File: config.mk
export PLATFORM = sky130hd
export DESIGN_NAME = juke_sequencer_flat
export DESIGN_NICKNAME = d
export VERILOG_FILES = /design/src/rtl/juke_pkg.sv /design/src/rtl/juke_sequencer_if.sv /design/src/rtl/juke_dur_timer.sv /design/src/rtl/juke_sequencer.sv /design/src/flat_wrapper.sv
export SDC_FILE = /design/constraint.sdc
export NUM_CORES = 1
export LEC_CHECK = 0
export BUFFER_PORTS_ARGS = -buffer_cell sky130_fd_sc_hd__buf_2
export CAP_MARGIN = 20
export CORE_MARGIN = 4
export CORE_UTILIZATION = 55
export DETAILED_ROUTE_END_ITERATION = 16
export PLACE_DENSITY = 0.86
export SLEW_MARGIN = 20
export SYNTH_ARGS = -nofsm -noshare
export SYNTH_HDL_FRONTEND = slang
export SYNTH_HIERARCHICAL = 1
export SYNTH_SLANG_ARGS = --single-unit
File: constraint.sdc
create_clock -name clock -period 3.9 [get_ports clock]
set_input_delay 0 -clock clock [delete_from_list [all_inputs] [get_ports clock]]
set_output_delay 0 -clock clock [all_outputs]
set_load 0.02 [all_outputs]
File: src/rtl/juke_pkg.sv
// Shared definitions for the jukebox playback controller.
// Contents: FSM state enum, rest-note period threshold, default bus widths,
// and the helper that converts a duration code into a timer load value.
package juke_pkg;

  localparam int DEF_IDX_W   = 10;  // note index width
  localparam int DEF_PER_W   = 20;  // note period width (clock cycles per half-wave)
  localparam int DEF_DUR_W   = 5;   // duration code width (units)
  localparam int REST_PERIOD = 1;   // a period at or below this value is a rest
  localparam int TIMER_W     = 32;  // duration timer width

  typedef enum logic [1:0] {
    ST_IDLE   = 2'd0,
    ST_FETCH  = 2'd1,
    ST_PLAY   = 2'd2,
    ST_PAUSED = 2'd3
  } juke_state_e;

  // A duration code of 0 plays as one unit. The product is formed at the full
  // timer width so long notes at the real clock rate are not truncated.
  function automatic logic [TIMER_W-1:0] note_ticks(input logic [TIMER_W-1:0] dur,
                                                    input logic [TIMER_W-1:0] ticks_per_unit);
    logic [TIMER_W-1:0] units_s;
    if (dur == {TIMER_W{1'b0}}) begin
      units_s = {{(TIMER_W-1){1'b0}}, 1'b1};
    end else begin
      units_s = dur;
    end
    return (units_s * ticks_per_unit) - {{(TIMER_W-1){1'b0}}, 1'b1};
  endfunction

endpackage

File: src/rtl/juke_sequencer_if.sv
// Song ROM fetch bus used between the playback controller and the song ROM.
//   rom_req    : fetch request, held until rom_ack
//   rom_song   : song number presented to the ROM
//   rom_addr   : note index presented to the ROM
//   rom_ack    : ROM data valid, completes the fetch
//   rom_period : note period (<= REST_PERIOD means rest)
//   rom_dur    : note duration in units
// Modports: master = sequencer side, slave = ROM side.
interface juke_sequencer_if
  import juke_pkg::*;
#(
  parameter int IDX_W = DEF_IDX_W,
  parameter int PER_W = DEF_PER_W,
  parameter int DUR_W = DEF_DUR_W
);

  logic             rom_req;
  logic [1:0]       rom_song;
  logic [IDX_W-1:0] rom_addr;
  logic             rom_ack;
  logic [PER_W-1:0] rom_period;
  logic [DUR_W-1:0] rom_dur;

  modport master (
    output rom_req, rom_song, rom_addr,
    input  rom_ack, rom_period, rom_dur
  );

  modport slave (
    input  rom_req, rom_song, rom_addr,
    output rom_ack, rom_period, rom_dur
  );

endinterface

File: src/rtl/juke_dur_timer.sv
// Note duration down-counter.
//   clock, resetn : clock and asynchronous active-low reset
//   load          : load load_val (takes priority over en)
//   load_val      : ticks remaining minus one for the new note
//   en            : decrement by one, saturating at zero
//   zero          : count has reached zero
module juke_dur_timer
  import juke_pkg::*;
(
  input  logic               clock,
  input  logic               resetn,
  input  logic               load,
  input  logic [TIMER_W-1:0] load_val,
  input  logic               en,
  output logic               zero
);

  logic [TIMER_W-1:0] count_r;

  // Count register: load a fresh note, or step down while playing.
  always_ff @(posedge clock or negedge resetn) begin
    if (!resetn) begin
      count_r <= {TIMER_W{1'b0}};
    end else if (load) begin
      count_r <= load_val;
    end else if (en && (count_r != {TIMER_W{1'b0}})) begin
      count_r <= count_r - {{(TIMER_W-1){1'b0}}, 1'b1};
    end else begin
      count_r <= count_r;
    end
  end

  assign zero = (count_r == {TIMER_W{1'b0}});

endmodule

File: src/rtl/juke_sequencer.sv
// Jukebox playback controller. Latches a song selection, fetches notes from
// the song ROM one at a time over a req/ack bus, times each note and drives
// the tone generator. Supports play, pause, stop and end-of-song.
// Ports:
//   clock, resetn  : clock and asynchronous active-low reset
//   song_sel       : requested song, 0 = none
//   play_req       : 1-cycle pulse, start song_sel (ignored while busy)
//   stop_req       : 1-cycle pulse, abort playback (wins over play_req)
//   pause          : level, freeze playback while high
//   rom            : song ROM fetch bus (master side)
//   tone_period    : period to the tone generator
//   tone_en        : tone generator enable
//   busy           : high in every state except IDLE
//   done           : 1-cycle pulse when the last note finishes
// Build option: JUKE_AUTOLOOP_EN restarts the song from note 0 after the
// last note instead of returning to IDLE.
module juke_sequencer
  import juke_pkg::*;
#(
  parameter int TICKS_PER_UNIT = 12_500_000,
  parameter int SONG_LEN       = 59,
  parameter int IDX_W          = DEF_IDX_W,
  parameter int PER_W          = DEF_PER_W,
  parameter int DUR_W          = DEF_DUR_W
)(
  input  logic              clock,
  input  logic              resetn,
  input  logic [1:0]        song_sel,
  input  logic              play_req,
  input  logic              stop_req,
  input  logic              pause,
  juke_sequencer_if.master  rom,
  output logic [PER_W-1:0]  tone_period,
  output logic              tone_en,
  output logic              busy,
  output logic              done
);

  localparam logic [TIMER_W-1:0] TPU_C   = TIMER_W'(TICKS_PER_UNIT);
  localparam logic [IDX_W-1:0]   LAST_C  = IDX_W'(SONG_LEN - 1);
  localparam logic [PER_W-1:0]   REST_C  = PER_W'(REST_PERIOD);

  juke_state_e        state_r, state_s;
  logic               rom_req_r, rom_req_s;
  logic [1:0]         rom_song_r, rom_song_s;
  logic [IDX_W-1:0]   rom_addr_r, rom_addr_s;
  logic [PER_W-1:0]   tone_period_r, tone_period_s;
  logic               tone_en_r, tone_en_s;
  logic               busy_r, busy_s;
  logic               done_r, done_s;
  logic               timer_load_s, timer_en_s, timer_zero_s;
  logic [TIMER_W-1:0] timer_val_s;

  assign timer_val_s = note_ticks(TIMER_W'(rom.rom_dur), TPU_C);

  juke_dur_timer u_timer (
    .clock    (clock),
    .resetn   (resetn),
    .load     (timer_load_s),
    .load_val (timer_val_s),
    .en       (timer_en_s),
    .zero     (timer_zero_s)
  );

  // FSM state register.
  always_ff @(posedge clock or negedge resetn) begin
    if (!resetn) begin
      state_r <= ST_IDLE;
    end else begin
      state_r <= state_s;
    end
  end

  // Next state and next values of every registered output.
  always_comb begin
    state_s       = state_r;
    rom_req_s     = rom_req_r;
    rom_song_s    = rom_song_r;
    rom_addr_s    = rom_addr_r;
    tone_period_s = tone_period_r;
    tone_en_s     = tone_en_r;
    done_s        = 1'b0;
    timer_load_s  = 1'b0;
    timer_en_s    = 1'b0;

    if (stop_req) begin
      // Abort from anywhere; a later ack is ignored because IDLE never looks at it.
      state_s    = ST_IDLE;
      rom_req_s  = 1'b0;
      rom_addr_s = {IDX_W{1'b0}};
      tone_en_s  = 1'b0;
    end else begin
      case (state_r)
        ST_IDLE: begin
          if (play_req && (song_sel != 2'd0)) begin
            rom_song_s = song_sel;
            rom_addr_s = {IDX_W{1'b0}};
            rom_req_s  = 1'b1;
            state_s    = ST_FETCH;
          end else begin
            state_s = ST_IDLE;
          end
        end
        ST_FETCH: begin
          if (rom.rom_ack) begin
            tone_period_s = rom.rom_period;
            timer_load_s  = 1'b1;
            rom_req_s     = 1'b0;
            // A pause raised during the fetch takes effect as soon as the note is loaded.
            if (pause) begin
              tone_en_s = 1'b0;
              state_s   = ST_PAUSED;
            end else begin
              tone_en_s = (rom.rom_period > REST_C);
              state_s   = ST_PLAY;
            end
          end else begin
            tone_en_s = 1'b0;
          end
        end
        ST_PLAY: begin
          // Every PLAY cycle consumes one tick, including the one that raises pause,
          // so sounding time always equals the note length.
          timer_en_s = 1'b1;
          if (timer_zero_s) begin
            tone_en_s = 1'b0;
            if (rom_addr_r == LAST_C) begin
              done_s = 1'b1;
`ifdef JUKE_AUTOLOOP_EN
              rom_addr_s = {IDX_W{1'b0}};
              rom_req_s  = 1'b1;
              state_s    = ST_FETCH;
`else
              rom_addr_s = {IDX_W{1'b0}};
              state_s    = ST_IDLE;
`endif
            end else begin
              rom_addr_s = rom_addr_r + IDX_W'(1);
              rom_req_s  = 1'b1;
              state_s    = ST_FETCH;
            end
          end else if (pause) begin
            tone_en_s = 1'b0;
            state_s   = ST_PAUSED;
          end else begin
            state_s = ST_PLAY;
          end
        end
        ST_PAUSED: begin
          if (!pause) begin
            tone_en_s = (tone_period_r > REST_C);
            state_s   = ST_PLAY;
          end else begin
            tone_en_s = 1'b0;
          end
        end
        default: begin
          state_s   = ST_IDLE;
          rom_req_s = 1'b0;
          tone_en_s = 1'b0;
        end
      endcase
    end

    busy_s = (state_s != ST_IDLE);
  end

  // Output registers.
  always_ff @(posedge clock or negedge resetn) begin
    if (!resetn) begin
      rom_req_r     <= 1'b0;
      rom_song_r    <= 2'd0;
      rom_addr_r    <= {IDX_W{1'b0}};
      tone_period_r <= {PER_W{1'b0}};
      tone_en_r     <= 1'b0;
      busy_r        <= 1'b0;
      done_r        <= 1'b0;
    end else begin
      rom_req_r     <= rom_req_s;
      rom_song_r    <= rom_song_s;
      rom_addr_r    <= rom_addr_s;
      tone_period_r <= tone_period_s;
      tone_en_r     <= tone_en_s;
      busy_r        <= busy_s;
      done_r        <= done_s;
    end
  end

  assign rom.rom_req  = rom_req_r;
  assign rom.rom_song = rom_song_r;
  assign rom.rom_addr = rom_addr_r;
  assign tone_period  = tone_period_r;
  assign tone_en      = tone_en_r;
  assign busy         = busy_r;
  assign done         = done_r;

endmodule

File: src/flat_wrapper.sv
// flat-port wrapper written by rule: the top's interface ports become plain ports
module juke_sequencer_flat import juke_pkg::*;
#(
  parameter int TICKS_PER_UNIT = 12_500_000,
  parameter int SONG_LEN       = 59,
  parameter int IDX_W          = DEF_IDX_W,
  parameter int PER_W          = DEF_PER_W,
  parameter int DUR_W          = DEF_DUR_W
)
  (clock, resetn, song_sel, play_req, stop_req, pause, tone_period, tone_en, busy, done, rom_rom_req, rom_rom_song, rom_rom_addr, rom_rom_ack, rom_rom_period, rom_rom_dur);
  juke_sequencer_if #(.IDX_W(IDX_W), .PER_W(PER_W), .DUR_W(DUR_W)) rom_i ();
  input  logic clock;
  input  logic resetn;
  input  logic [1:0] song_sel;
  input  logic play_req;
  input  logic stop_req;
  input  logic pause;
  output logic [PER_W-1:0] tone_period;
  output logic tone_en;
  output logic busy;
  output logic done;
  output wire logic [$bits(rom_i.rom_req)-1:0] rom_rom_req;
  output wire logic [$bits(rom_i.rom_song)-1:0] rom_rom_song;
  output wire logic [$bits(rom_i.rom_addr)-1:0] rom_rom_addr;
  input wire logic [$bits(rom_i.rom_ack)-1:0] rom_rom_ack;
  input wire logic [$bits(rom_i.rom_period)-1:0] rom_rom_period;
  input wire logic [$bits(rom_i.rom_dur)-1:0] rom_rom_dur;
  assign rom_rom_req = rom_i.rom_req;
  assign rom_rom_song = rom_i.rom_song;
  assign rom_rom_addr = rom_i.rom_addr;
  assign rom_i.rom_ack = rom_rom_ack;
  assign rom_i.rom_period = rom_rom_period;
  assign rom_i.rom_dur = rom_rom_dur;
  juke_sequencer #(.TICKS_PER_UNIT(TICKS_PER_UNIT), .SONG_LEN(SONG_LEN), .IDX_W(IDX_W), .PER_W(PER_W), .DUR_W(DUR_W)) u_core (.clock(clock), .resetn(resetn), .song_sel(song_sel), .play_req(play_req), .stop_req(stop_req), .pause(pause), .rom(rom_i), .tone_period(tone_period), .tone_en(tone_en), .busy(busy), .done(done));
endmodule
==> impl_metrics.ini, run 1 <==
[outcome]
status = complete, but fails checks
violations = setup timing

[layout]
diodes = 0
final-instance-count-excl-fill = 1026
fillers = 580
final_nets = 973
drive_gt1_frac = 0.353
area_growth_pct = 37.8

[detailed_routing]
route.detailed.drc = 0
wl_um = 21500
wl_per_cell_um = 20.9
firstDrtPassIters = 5
drt_iter0_markers = 893
num_vias = 6709
viasPerCell = 6.54
ant_nets = 0

[global_route]
grt_max_degree = 71
grt_pass1_wl_um = 31900
grt_pass1_vias = 6634
grt_overflow = 0
antenna_found_initial = 0
grt_use_total = 0.305

[timing]
fin_hold_ws_ns = 0.134
relSlewSlack = 0.423
finalSetupViolations = 14
maxSlewViolCount = 0
timing.fmax_mhz = 215
setup_ws_ns = -0.747
skew_ns = 0.0104
worst_slew_pin_slew_ns = 0.865
finalHoldViolCount = 0
fin_crit_ns = 4.65
tns_ns = -7.68
rsz0062_at_grt = yes
fin_crit_sh = 1.19

[pwr]
p_per_area_nw_per_um2 = 606
p_total_mw = 5.00
p_leak_nw = 3.68
peakVddDrop_v = 0.000447

[cts]
cts_max_path_buffers = 2
clock_latency_ns = 0.36
numCtsBuffers = 9
cts-root-buf = clkbuf_8
cts_htree_levels = 3
clk_pin_slew_ns = 0.08
tritoncts = yes
cts.sinks = 70

[logic_synthesis]
ys_seq_elements = 70
ys_types = 75
yosys.area.top_type = dfrtp_1
async_reset_ff_frac = 1.00
synthCells = 680
syn-mean-instance-area_um2 = 8.82
synth_top_area_frac = 0.292
syn_area_um2 = 5990
yosysSeqAreaShare = 0.292
synth_edf_count = 0
ys_top_cells_by_area = dfrtp_1, ha_1, xnor2_1
synth_flop_cell = dfrtp_1
ys_warn_count = 6

[floorplanning]
die_w_um = 112
dieArea_um2 = 12600
io_pins = 69
die_h_um = 112
coreArea_um2 = 10500
rows = 37
start_util = 0.573

[worst_setup_path]
cp_data_required_time_ns = 4.14
crit_path_end_kind = register
crit_arrival_ns = 4.89
crit_type = primary input to register
start_kind = primary input
critPathMaxFanout = 4

[place]
dp_hpwl_um = 12500
dp_slack_ns = -1.01
place_congestion = 0.959
dp.cells = 968
port_buffers = 68

[job]
cap_viol_max_count = 0

[hold_path]
hold_path_class = primary input to register
routing by layer:
layer  vias up  GRT usage  part of all wire
li1       2899          -                 -
met1      3146      0.338              0.36
met2       498      0.549              0.50
met3       166     0.0663             0.073
met4         0      0.151             0.065
met5         -          0                 0
worst max-delay path: stages:
cell and delay, ns:
buf_8 0.11, inv_12 0.04, ha_4 0.14, nand2b_4 0.06
or3_4 0.41, nand2_4 0.09, ha_4 0.20, ha_4 0.15
or2_4 0.26, fa_2 0.39, fa_1 0.62, ha_4 0.23
and2_4 0.17, and3_4 0.17, a2111oi_4 0.39, xnor2_2 0.11
or4_4 0.53, nor2_4 0.12, nand4bb_1 0.13, xnor2_1 0.15
a32o_1 0.20, a31o_2 0.21
cells by family after synthesis:
logic type	share of synthesized area
XOR/XNOR	0.0745
buffers and inverters	0.0528
adder cells (fa/ha/maj)	0.129
other	0.000626
AND/OR/NAND/NOR	0.239
multiplexers	0.0447
flip-flops	0.292
AO/OA/AOI/OAI	0.167
worst paths after layout:
| check | startpoint | end | slack, ns | cells past startpoint |
|---|---|---|---|---|
| setup / recovery | rom_rom_dur[3] | u_core/u_timer/count_r[27] | -0.75 | 22 |
| hold / removal | rom_rom_ack | u_core/tone_en | 0.13 | 5 |
| setup reg to reg | u_core/u_timer/count_r[24] | u_core/state_r[0] | 0.64 | 9 |
| hold reg to reg | u_core/tone_period[0] | u_core/tone_period[0] | 0.50 | 1 |
| max in group asynchronous | resetn | u_core/tone_period[12] | 2.96 | 3 |
| min in group asynchronous | resetn | u_core/busy | 0.38 | 3 |
sequential cells by signal (all words and copies together) (netlist names):
signal	cells
u_core/tone_en	1
u_core/tone_period	20
u_core/rom.rom_addr	10
u_core/busy	1
u_core/done	1
u_core/u_timer/count_r	32
u_core/rom.rom_req	1
u_core/rom.rom_song	2
u_core/state_r	2
power by group:
group	leakage [nW]	switching [mW]	internal, mW
registers	0.872	0.275	0.953
clock network	0.0911	0.284	0.290
logic	2.72	1.69	1.51
total	3.68	2.25	2.75
placed cells by master (no fill, tap or decap), types with 25 or more instances in the layout:
cell type,n
buf_2,66
nand2_1,55
o21ai_0,26
buf_4,117
inv_1,43
dlygate4sd3_1,26
ha_1,31
nor2_1,52
xnor2_1,25
dfrtp_1,70
area by class of cell:
type	instances	area, µm²	area share
multi-input cells	541	4400	0.532
well taps	136	170	0.0206
clock inverters	6	63.8	0.00773
clock buffers	9	124	0.0150
repair buffers	216	1560	0.188
inverters	48	198	0.0239
flip-flops and latches	70	1750	0.212
through the flow:
step	cell area (µm²)	utilization
6_report	8260	0.789
2_1_floorplan	6160	-
3_5_place_dp	7320	0.700
3_3_place_gp	7320	0.700
5_1_grt	8260	0.789
4_1_cts	8020	0.766
cells in the mapped netlist (3+ instances only):
cell / count
a211o_1: 3
a211oi_1: 7
a21o_1: 9
a21oi_1: 20
a311oi_1: 3
a31o_2: 4
a31oi_1: 14
and3_1: 5
buf_6: 4
clkbuf_1: 19
dfrtp_1: 70
fa_1: 13
ha_1: 41
inv_1: 47
mux2_2: 22
nand2_1: 59
nand2b_1: 9
nand3_1: 17
nand4_1: 15
nor2_1: 56
nor2b_1: 8
nor3_1: 28
nor4_1: 16
nor4_2: 3
nor4b_1: 3
o211ai_1: 4
o21a_1: 6
o21ai_0: 32
o31ai_1: 7
o41ai_1: 8
or2_2: 4
or3_1: 14
or4_1: 7
or4b_1: 4
xnor2_1: 32
xor2_1: 19
repair_timing:
item	4_1_cts	5_1_grt
pin swaps	34	23
gates resized for setup	38	38
endpoints found under the hold margin	97	0
hold buffers	26	0
endpoints found under the setup margin	13	14
buffers inserted	14	10
Note: power is estimated with default switching activity, not from simulation.
==> run 2: changes to the inputs <==
--- a/config.mk
+++ b/config.mk
@@ -5,7 +5,7 @@
 export SDC_FILE = /design/constraint.sdc
 export NUM_CORES = 1
 export LEC_CHECK = 0
-export BUFFER_PORTS_ARGS = -buffer_cell sky130_fd_sc_hd__buf_2
+export BUFFER_PORTS_ARGS = -buffer_cell sky130_fd_sc_hd__clkbuf_2
 export CAP_MARGIN = 20
 export CORE_MARGIN = 4
 export CORE_UTILIZATION = 55
==> constraint.sdc (replaced) <==
create_clock -name clock -period 3.9 [get_ports clock]
set_input_delay 0.78 -clock clock [delete_from_list [all_inputs] [get_ports clock]]
set_output_delay 0.78 -clock clock [all_outputs]
set_load 0.02 [all_outputs]
==> run 2 against run 1 <==
Against the previous run: the flow still finishes with violations (setup timing); clock power grew 16%; first-iteration DRC count shrank 12%; final area decreased by 0.74%; utilization down 0.59 points; worst setup slack worse by 0.92 ns; global-route usage down 1.3 points; power grew 5.0%; cell count decreased by 1.9%; critical path depth rose by 2; clock-buffer cell count increased by 1; sequential power about the same; register-to-register slack gained 0.06 ns; critical endpoint is now u_core/u_timer/count_r[24]; highest routed layer unchanged.
==> impl_metrics.ini, run 2 (synthesis gave the netlist of run 1 again) <==
[cts]
cts.sinks = 70
cts-root-buf = clkbuf_8
clk_pin_slew_ns = 0.08
tritoncts = yes
numCtsBuffers = 9
cts_max_path_buffers = 2
clock_latency_ns = 0.37
cts_htree_levels = 3
cts_hold_buf = 0

[detailed_routing]
wl_um = 21700
drt_iter0_markers = 784
viasPerCell = 6.57
firstDrtPassIters = 6
num_vias = 6613
wl_per_cell_um = 21.6
ant_nets = 0
route.detailed.drc = 0

[worst_setup_path]
rrSetupSlack_ns = 0.70
crit_arrival_ns = 5.85
critPathMaxFanout = 7
crit_type = primary input to register
cp_data_required_time_ns = 4.18
crit_start = rom_rom_dur[3]
start_kind = primary input
r2r_end = u_core/rom.rom_addr[8]
r2r-start = u_core/u_timer/count_r[24]
crit_path_end_kind = register
rr_worst_depth = 11

[pwr]
power_frac_seq = 0.233
peakVddDrop_v = 0.000450
p_total_mw = 5.25
p_per_area_nw_per_um2 = 641
p_comb_frac = 0.641
p_leak_nw = 3.65
swShare = 0.449
p_switching_mw = 2.36
intPower_mw = 2.90
pwr-share-clk = 0.126

[global_route]
grt_max_degree = 67
antenna_found_initial = 0
grt_use_total = 0.292
grt_pass1_vias = 6451
grt_overflow = 0
grt_pass1_wl_um = 30300

[layout]
area_growth_pct = 36.7
final_nets = 953
diodes = 0
largest_reg_flops = 32
final_common_cell = buf_4
most-common-layout-cells = buf_4, dfrtp_1, clkbuf_2
drive_gt1_frac = 0.371
fillers = 596
top_register = u_core/u_timer/count_r

[timing]
worst_slew_pin_slew_ns = 0.697
setup_ws_ns = -1.67
fin_crit_sh = 1.43
fin_crit_ns = 5.57
timing.fmax_mhz = 180
finalSetupViolations = 17
tns_ns = -21.23
skew_ns = 0.0196
finalHoldViolCount = 0
relSlewSlack = 0.532
maxSlewViolCount = 0
fin_hold_ws_ns = 0.454
rsz0062_at_grt = yes

[hold_path]
hold_path_class = primary input to asynchronous set/reset pin

[place]
dp_hpwl_um = 13000
place_congestion = 0.872
port_buffers = 68
dp_slack_ns = -1.86

[floorplanning]
rows = 37
die_h_um = 112
dieArea_um2 = 12600
start_util = 0.573
io_pins = 69
coreArea_um2 = 10500
die_w_um = 112

[outcome]
violations = setup timing
status = complete, but fails checks

[job]
cap_viol_max_count = 0
## run 2: cell types whose count changed in the layout (fill, tap and decap cells not counted), sizes merged
cell | before | now
clkbuf | 9 | 77
bufinv | 1 | 2
clkinv | 4 | 2
dlygate4sd3 | 26 | 0
buf | 190 | 129
## run 2: what timing repair did
action	in CTS	in global routing
buffers inserted	10	17
pin swaps	24	46
resized for setup	30	45
cloned	0	0
endpoints found under the setup margin	17	17
## run 2: final cells by class
class / instances / area [µm²] / area share
multi-input cells: 541 / 4500 / 0.550
flip-flops and latches: 70 / 1750 / 0.214
repair buffers: 196 / 1350 / 0.165
inverters: 48 / 195 / 0.0238
well taps: 136 / 170 / 0.0208
clock buffers: 10 / 138 / 0.0168
clock inverters: 5 / 83.8 / 0.0102
## run 2: through the flow
stage,instance area (µm²),util,cells
6_report,8200,0.783,1006
4_1_cts,7880,0.753,995
5_1_grt,8200,0.783,1006
3_5_place_dp,7380,0.705,971
3_3_place_gp,7380,0.705,971
2_1_floorplan,6190,-,684
## run 2: how the worst max path moves through the flow
stage / endpoint / slack (ns) / cells past startpoint
final: u_core/u_timer/count_r[24] / -1.67 / 24
after global routing: u_core/u_timer/count_r[24] / -1.78 / 24
after CTS: u_core/u_timer/count_r[27] / -1.36 / 24
after detailed placement: u_core/u_timer/count_r[27] / -1.86 / 22
after global placement: u_core/u_timer/count_r[27] / -1.74 / 22
after floorplan: u_core/u_timer/count_r[27] / -1.70 / 22
## run 2: power groups by stage
stage / Clock (mW) / Combinational [mW] / Sequential (mW)
global placement: 0 / 2.50 / 1.18
floorplan: 0 / 1.54 / 1.25
CTS: 0.663 / 2.83 / 1.21
global route: 0.702 / 3.56 / 1.25
finish: 0.663 / 3.37 / 1.22
detailed placement: 0 / 2.60 / 1.21
## run 2: worst max-delay path, cell delays in order
cell and delay [ns]:
clkbuf_16 0.14, inv_12 0.05, ha_4 0.15, nand2b_4 0.06
or3_4 0.40, nand2_4 0.09, ha_4 0.21, ha_4 0.15
or2_4 0.25, fa_2 0.43, fa_1 0.58, ha_4 0.22
buf_4 0.13, buf_6 0.13, or2_2 0.28, o32a_1 0.35
o211ai_1 0.14, buf_4 0.16, nand3b_1 0.14, or3_4 0.46
nor3_4 0.17, xor2_1 0.18, nand2_1 0.07, o21ai_1 0.12
## run 2: layer usage
| layer | wire length (µm) | global-route usage | vias up |
|---|---|---|---|
| li1 | - | - | 2856 |
| met1 | 7510 | 0.324 | 3124 |
| met4 | 1810 | 0.171 | 0 |
| met5 | 0 | 0 | - |
| met2 | 10800 | 0.525 | 455 |
| met3 | 1600 | 0.0464 | 178 |
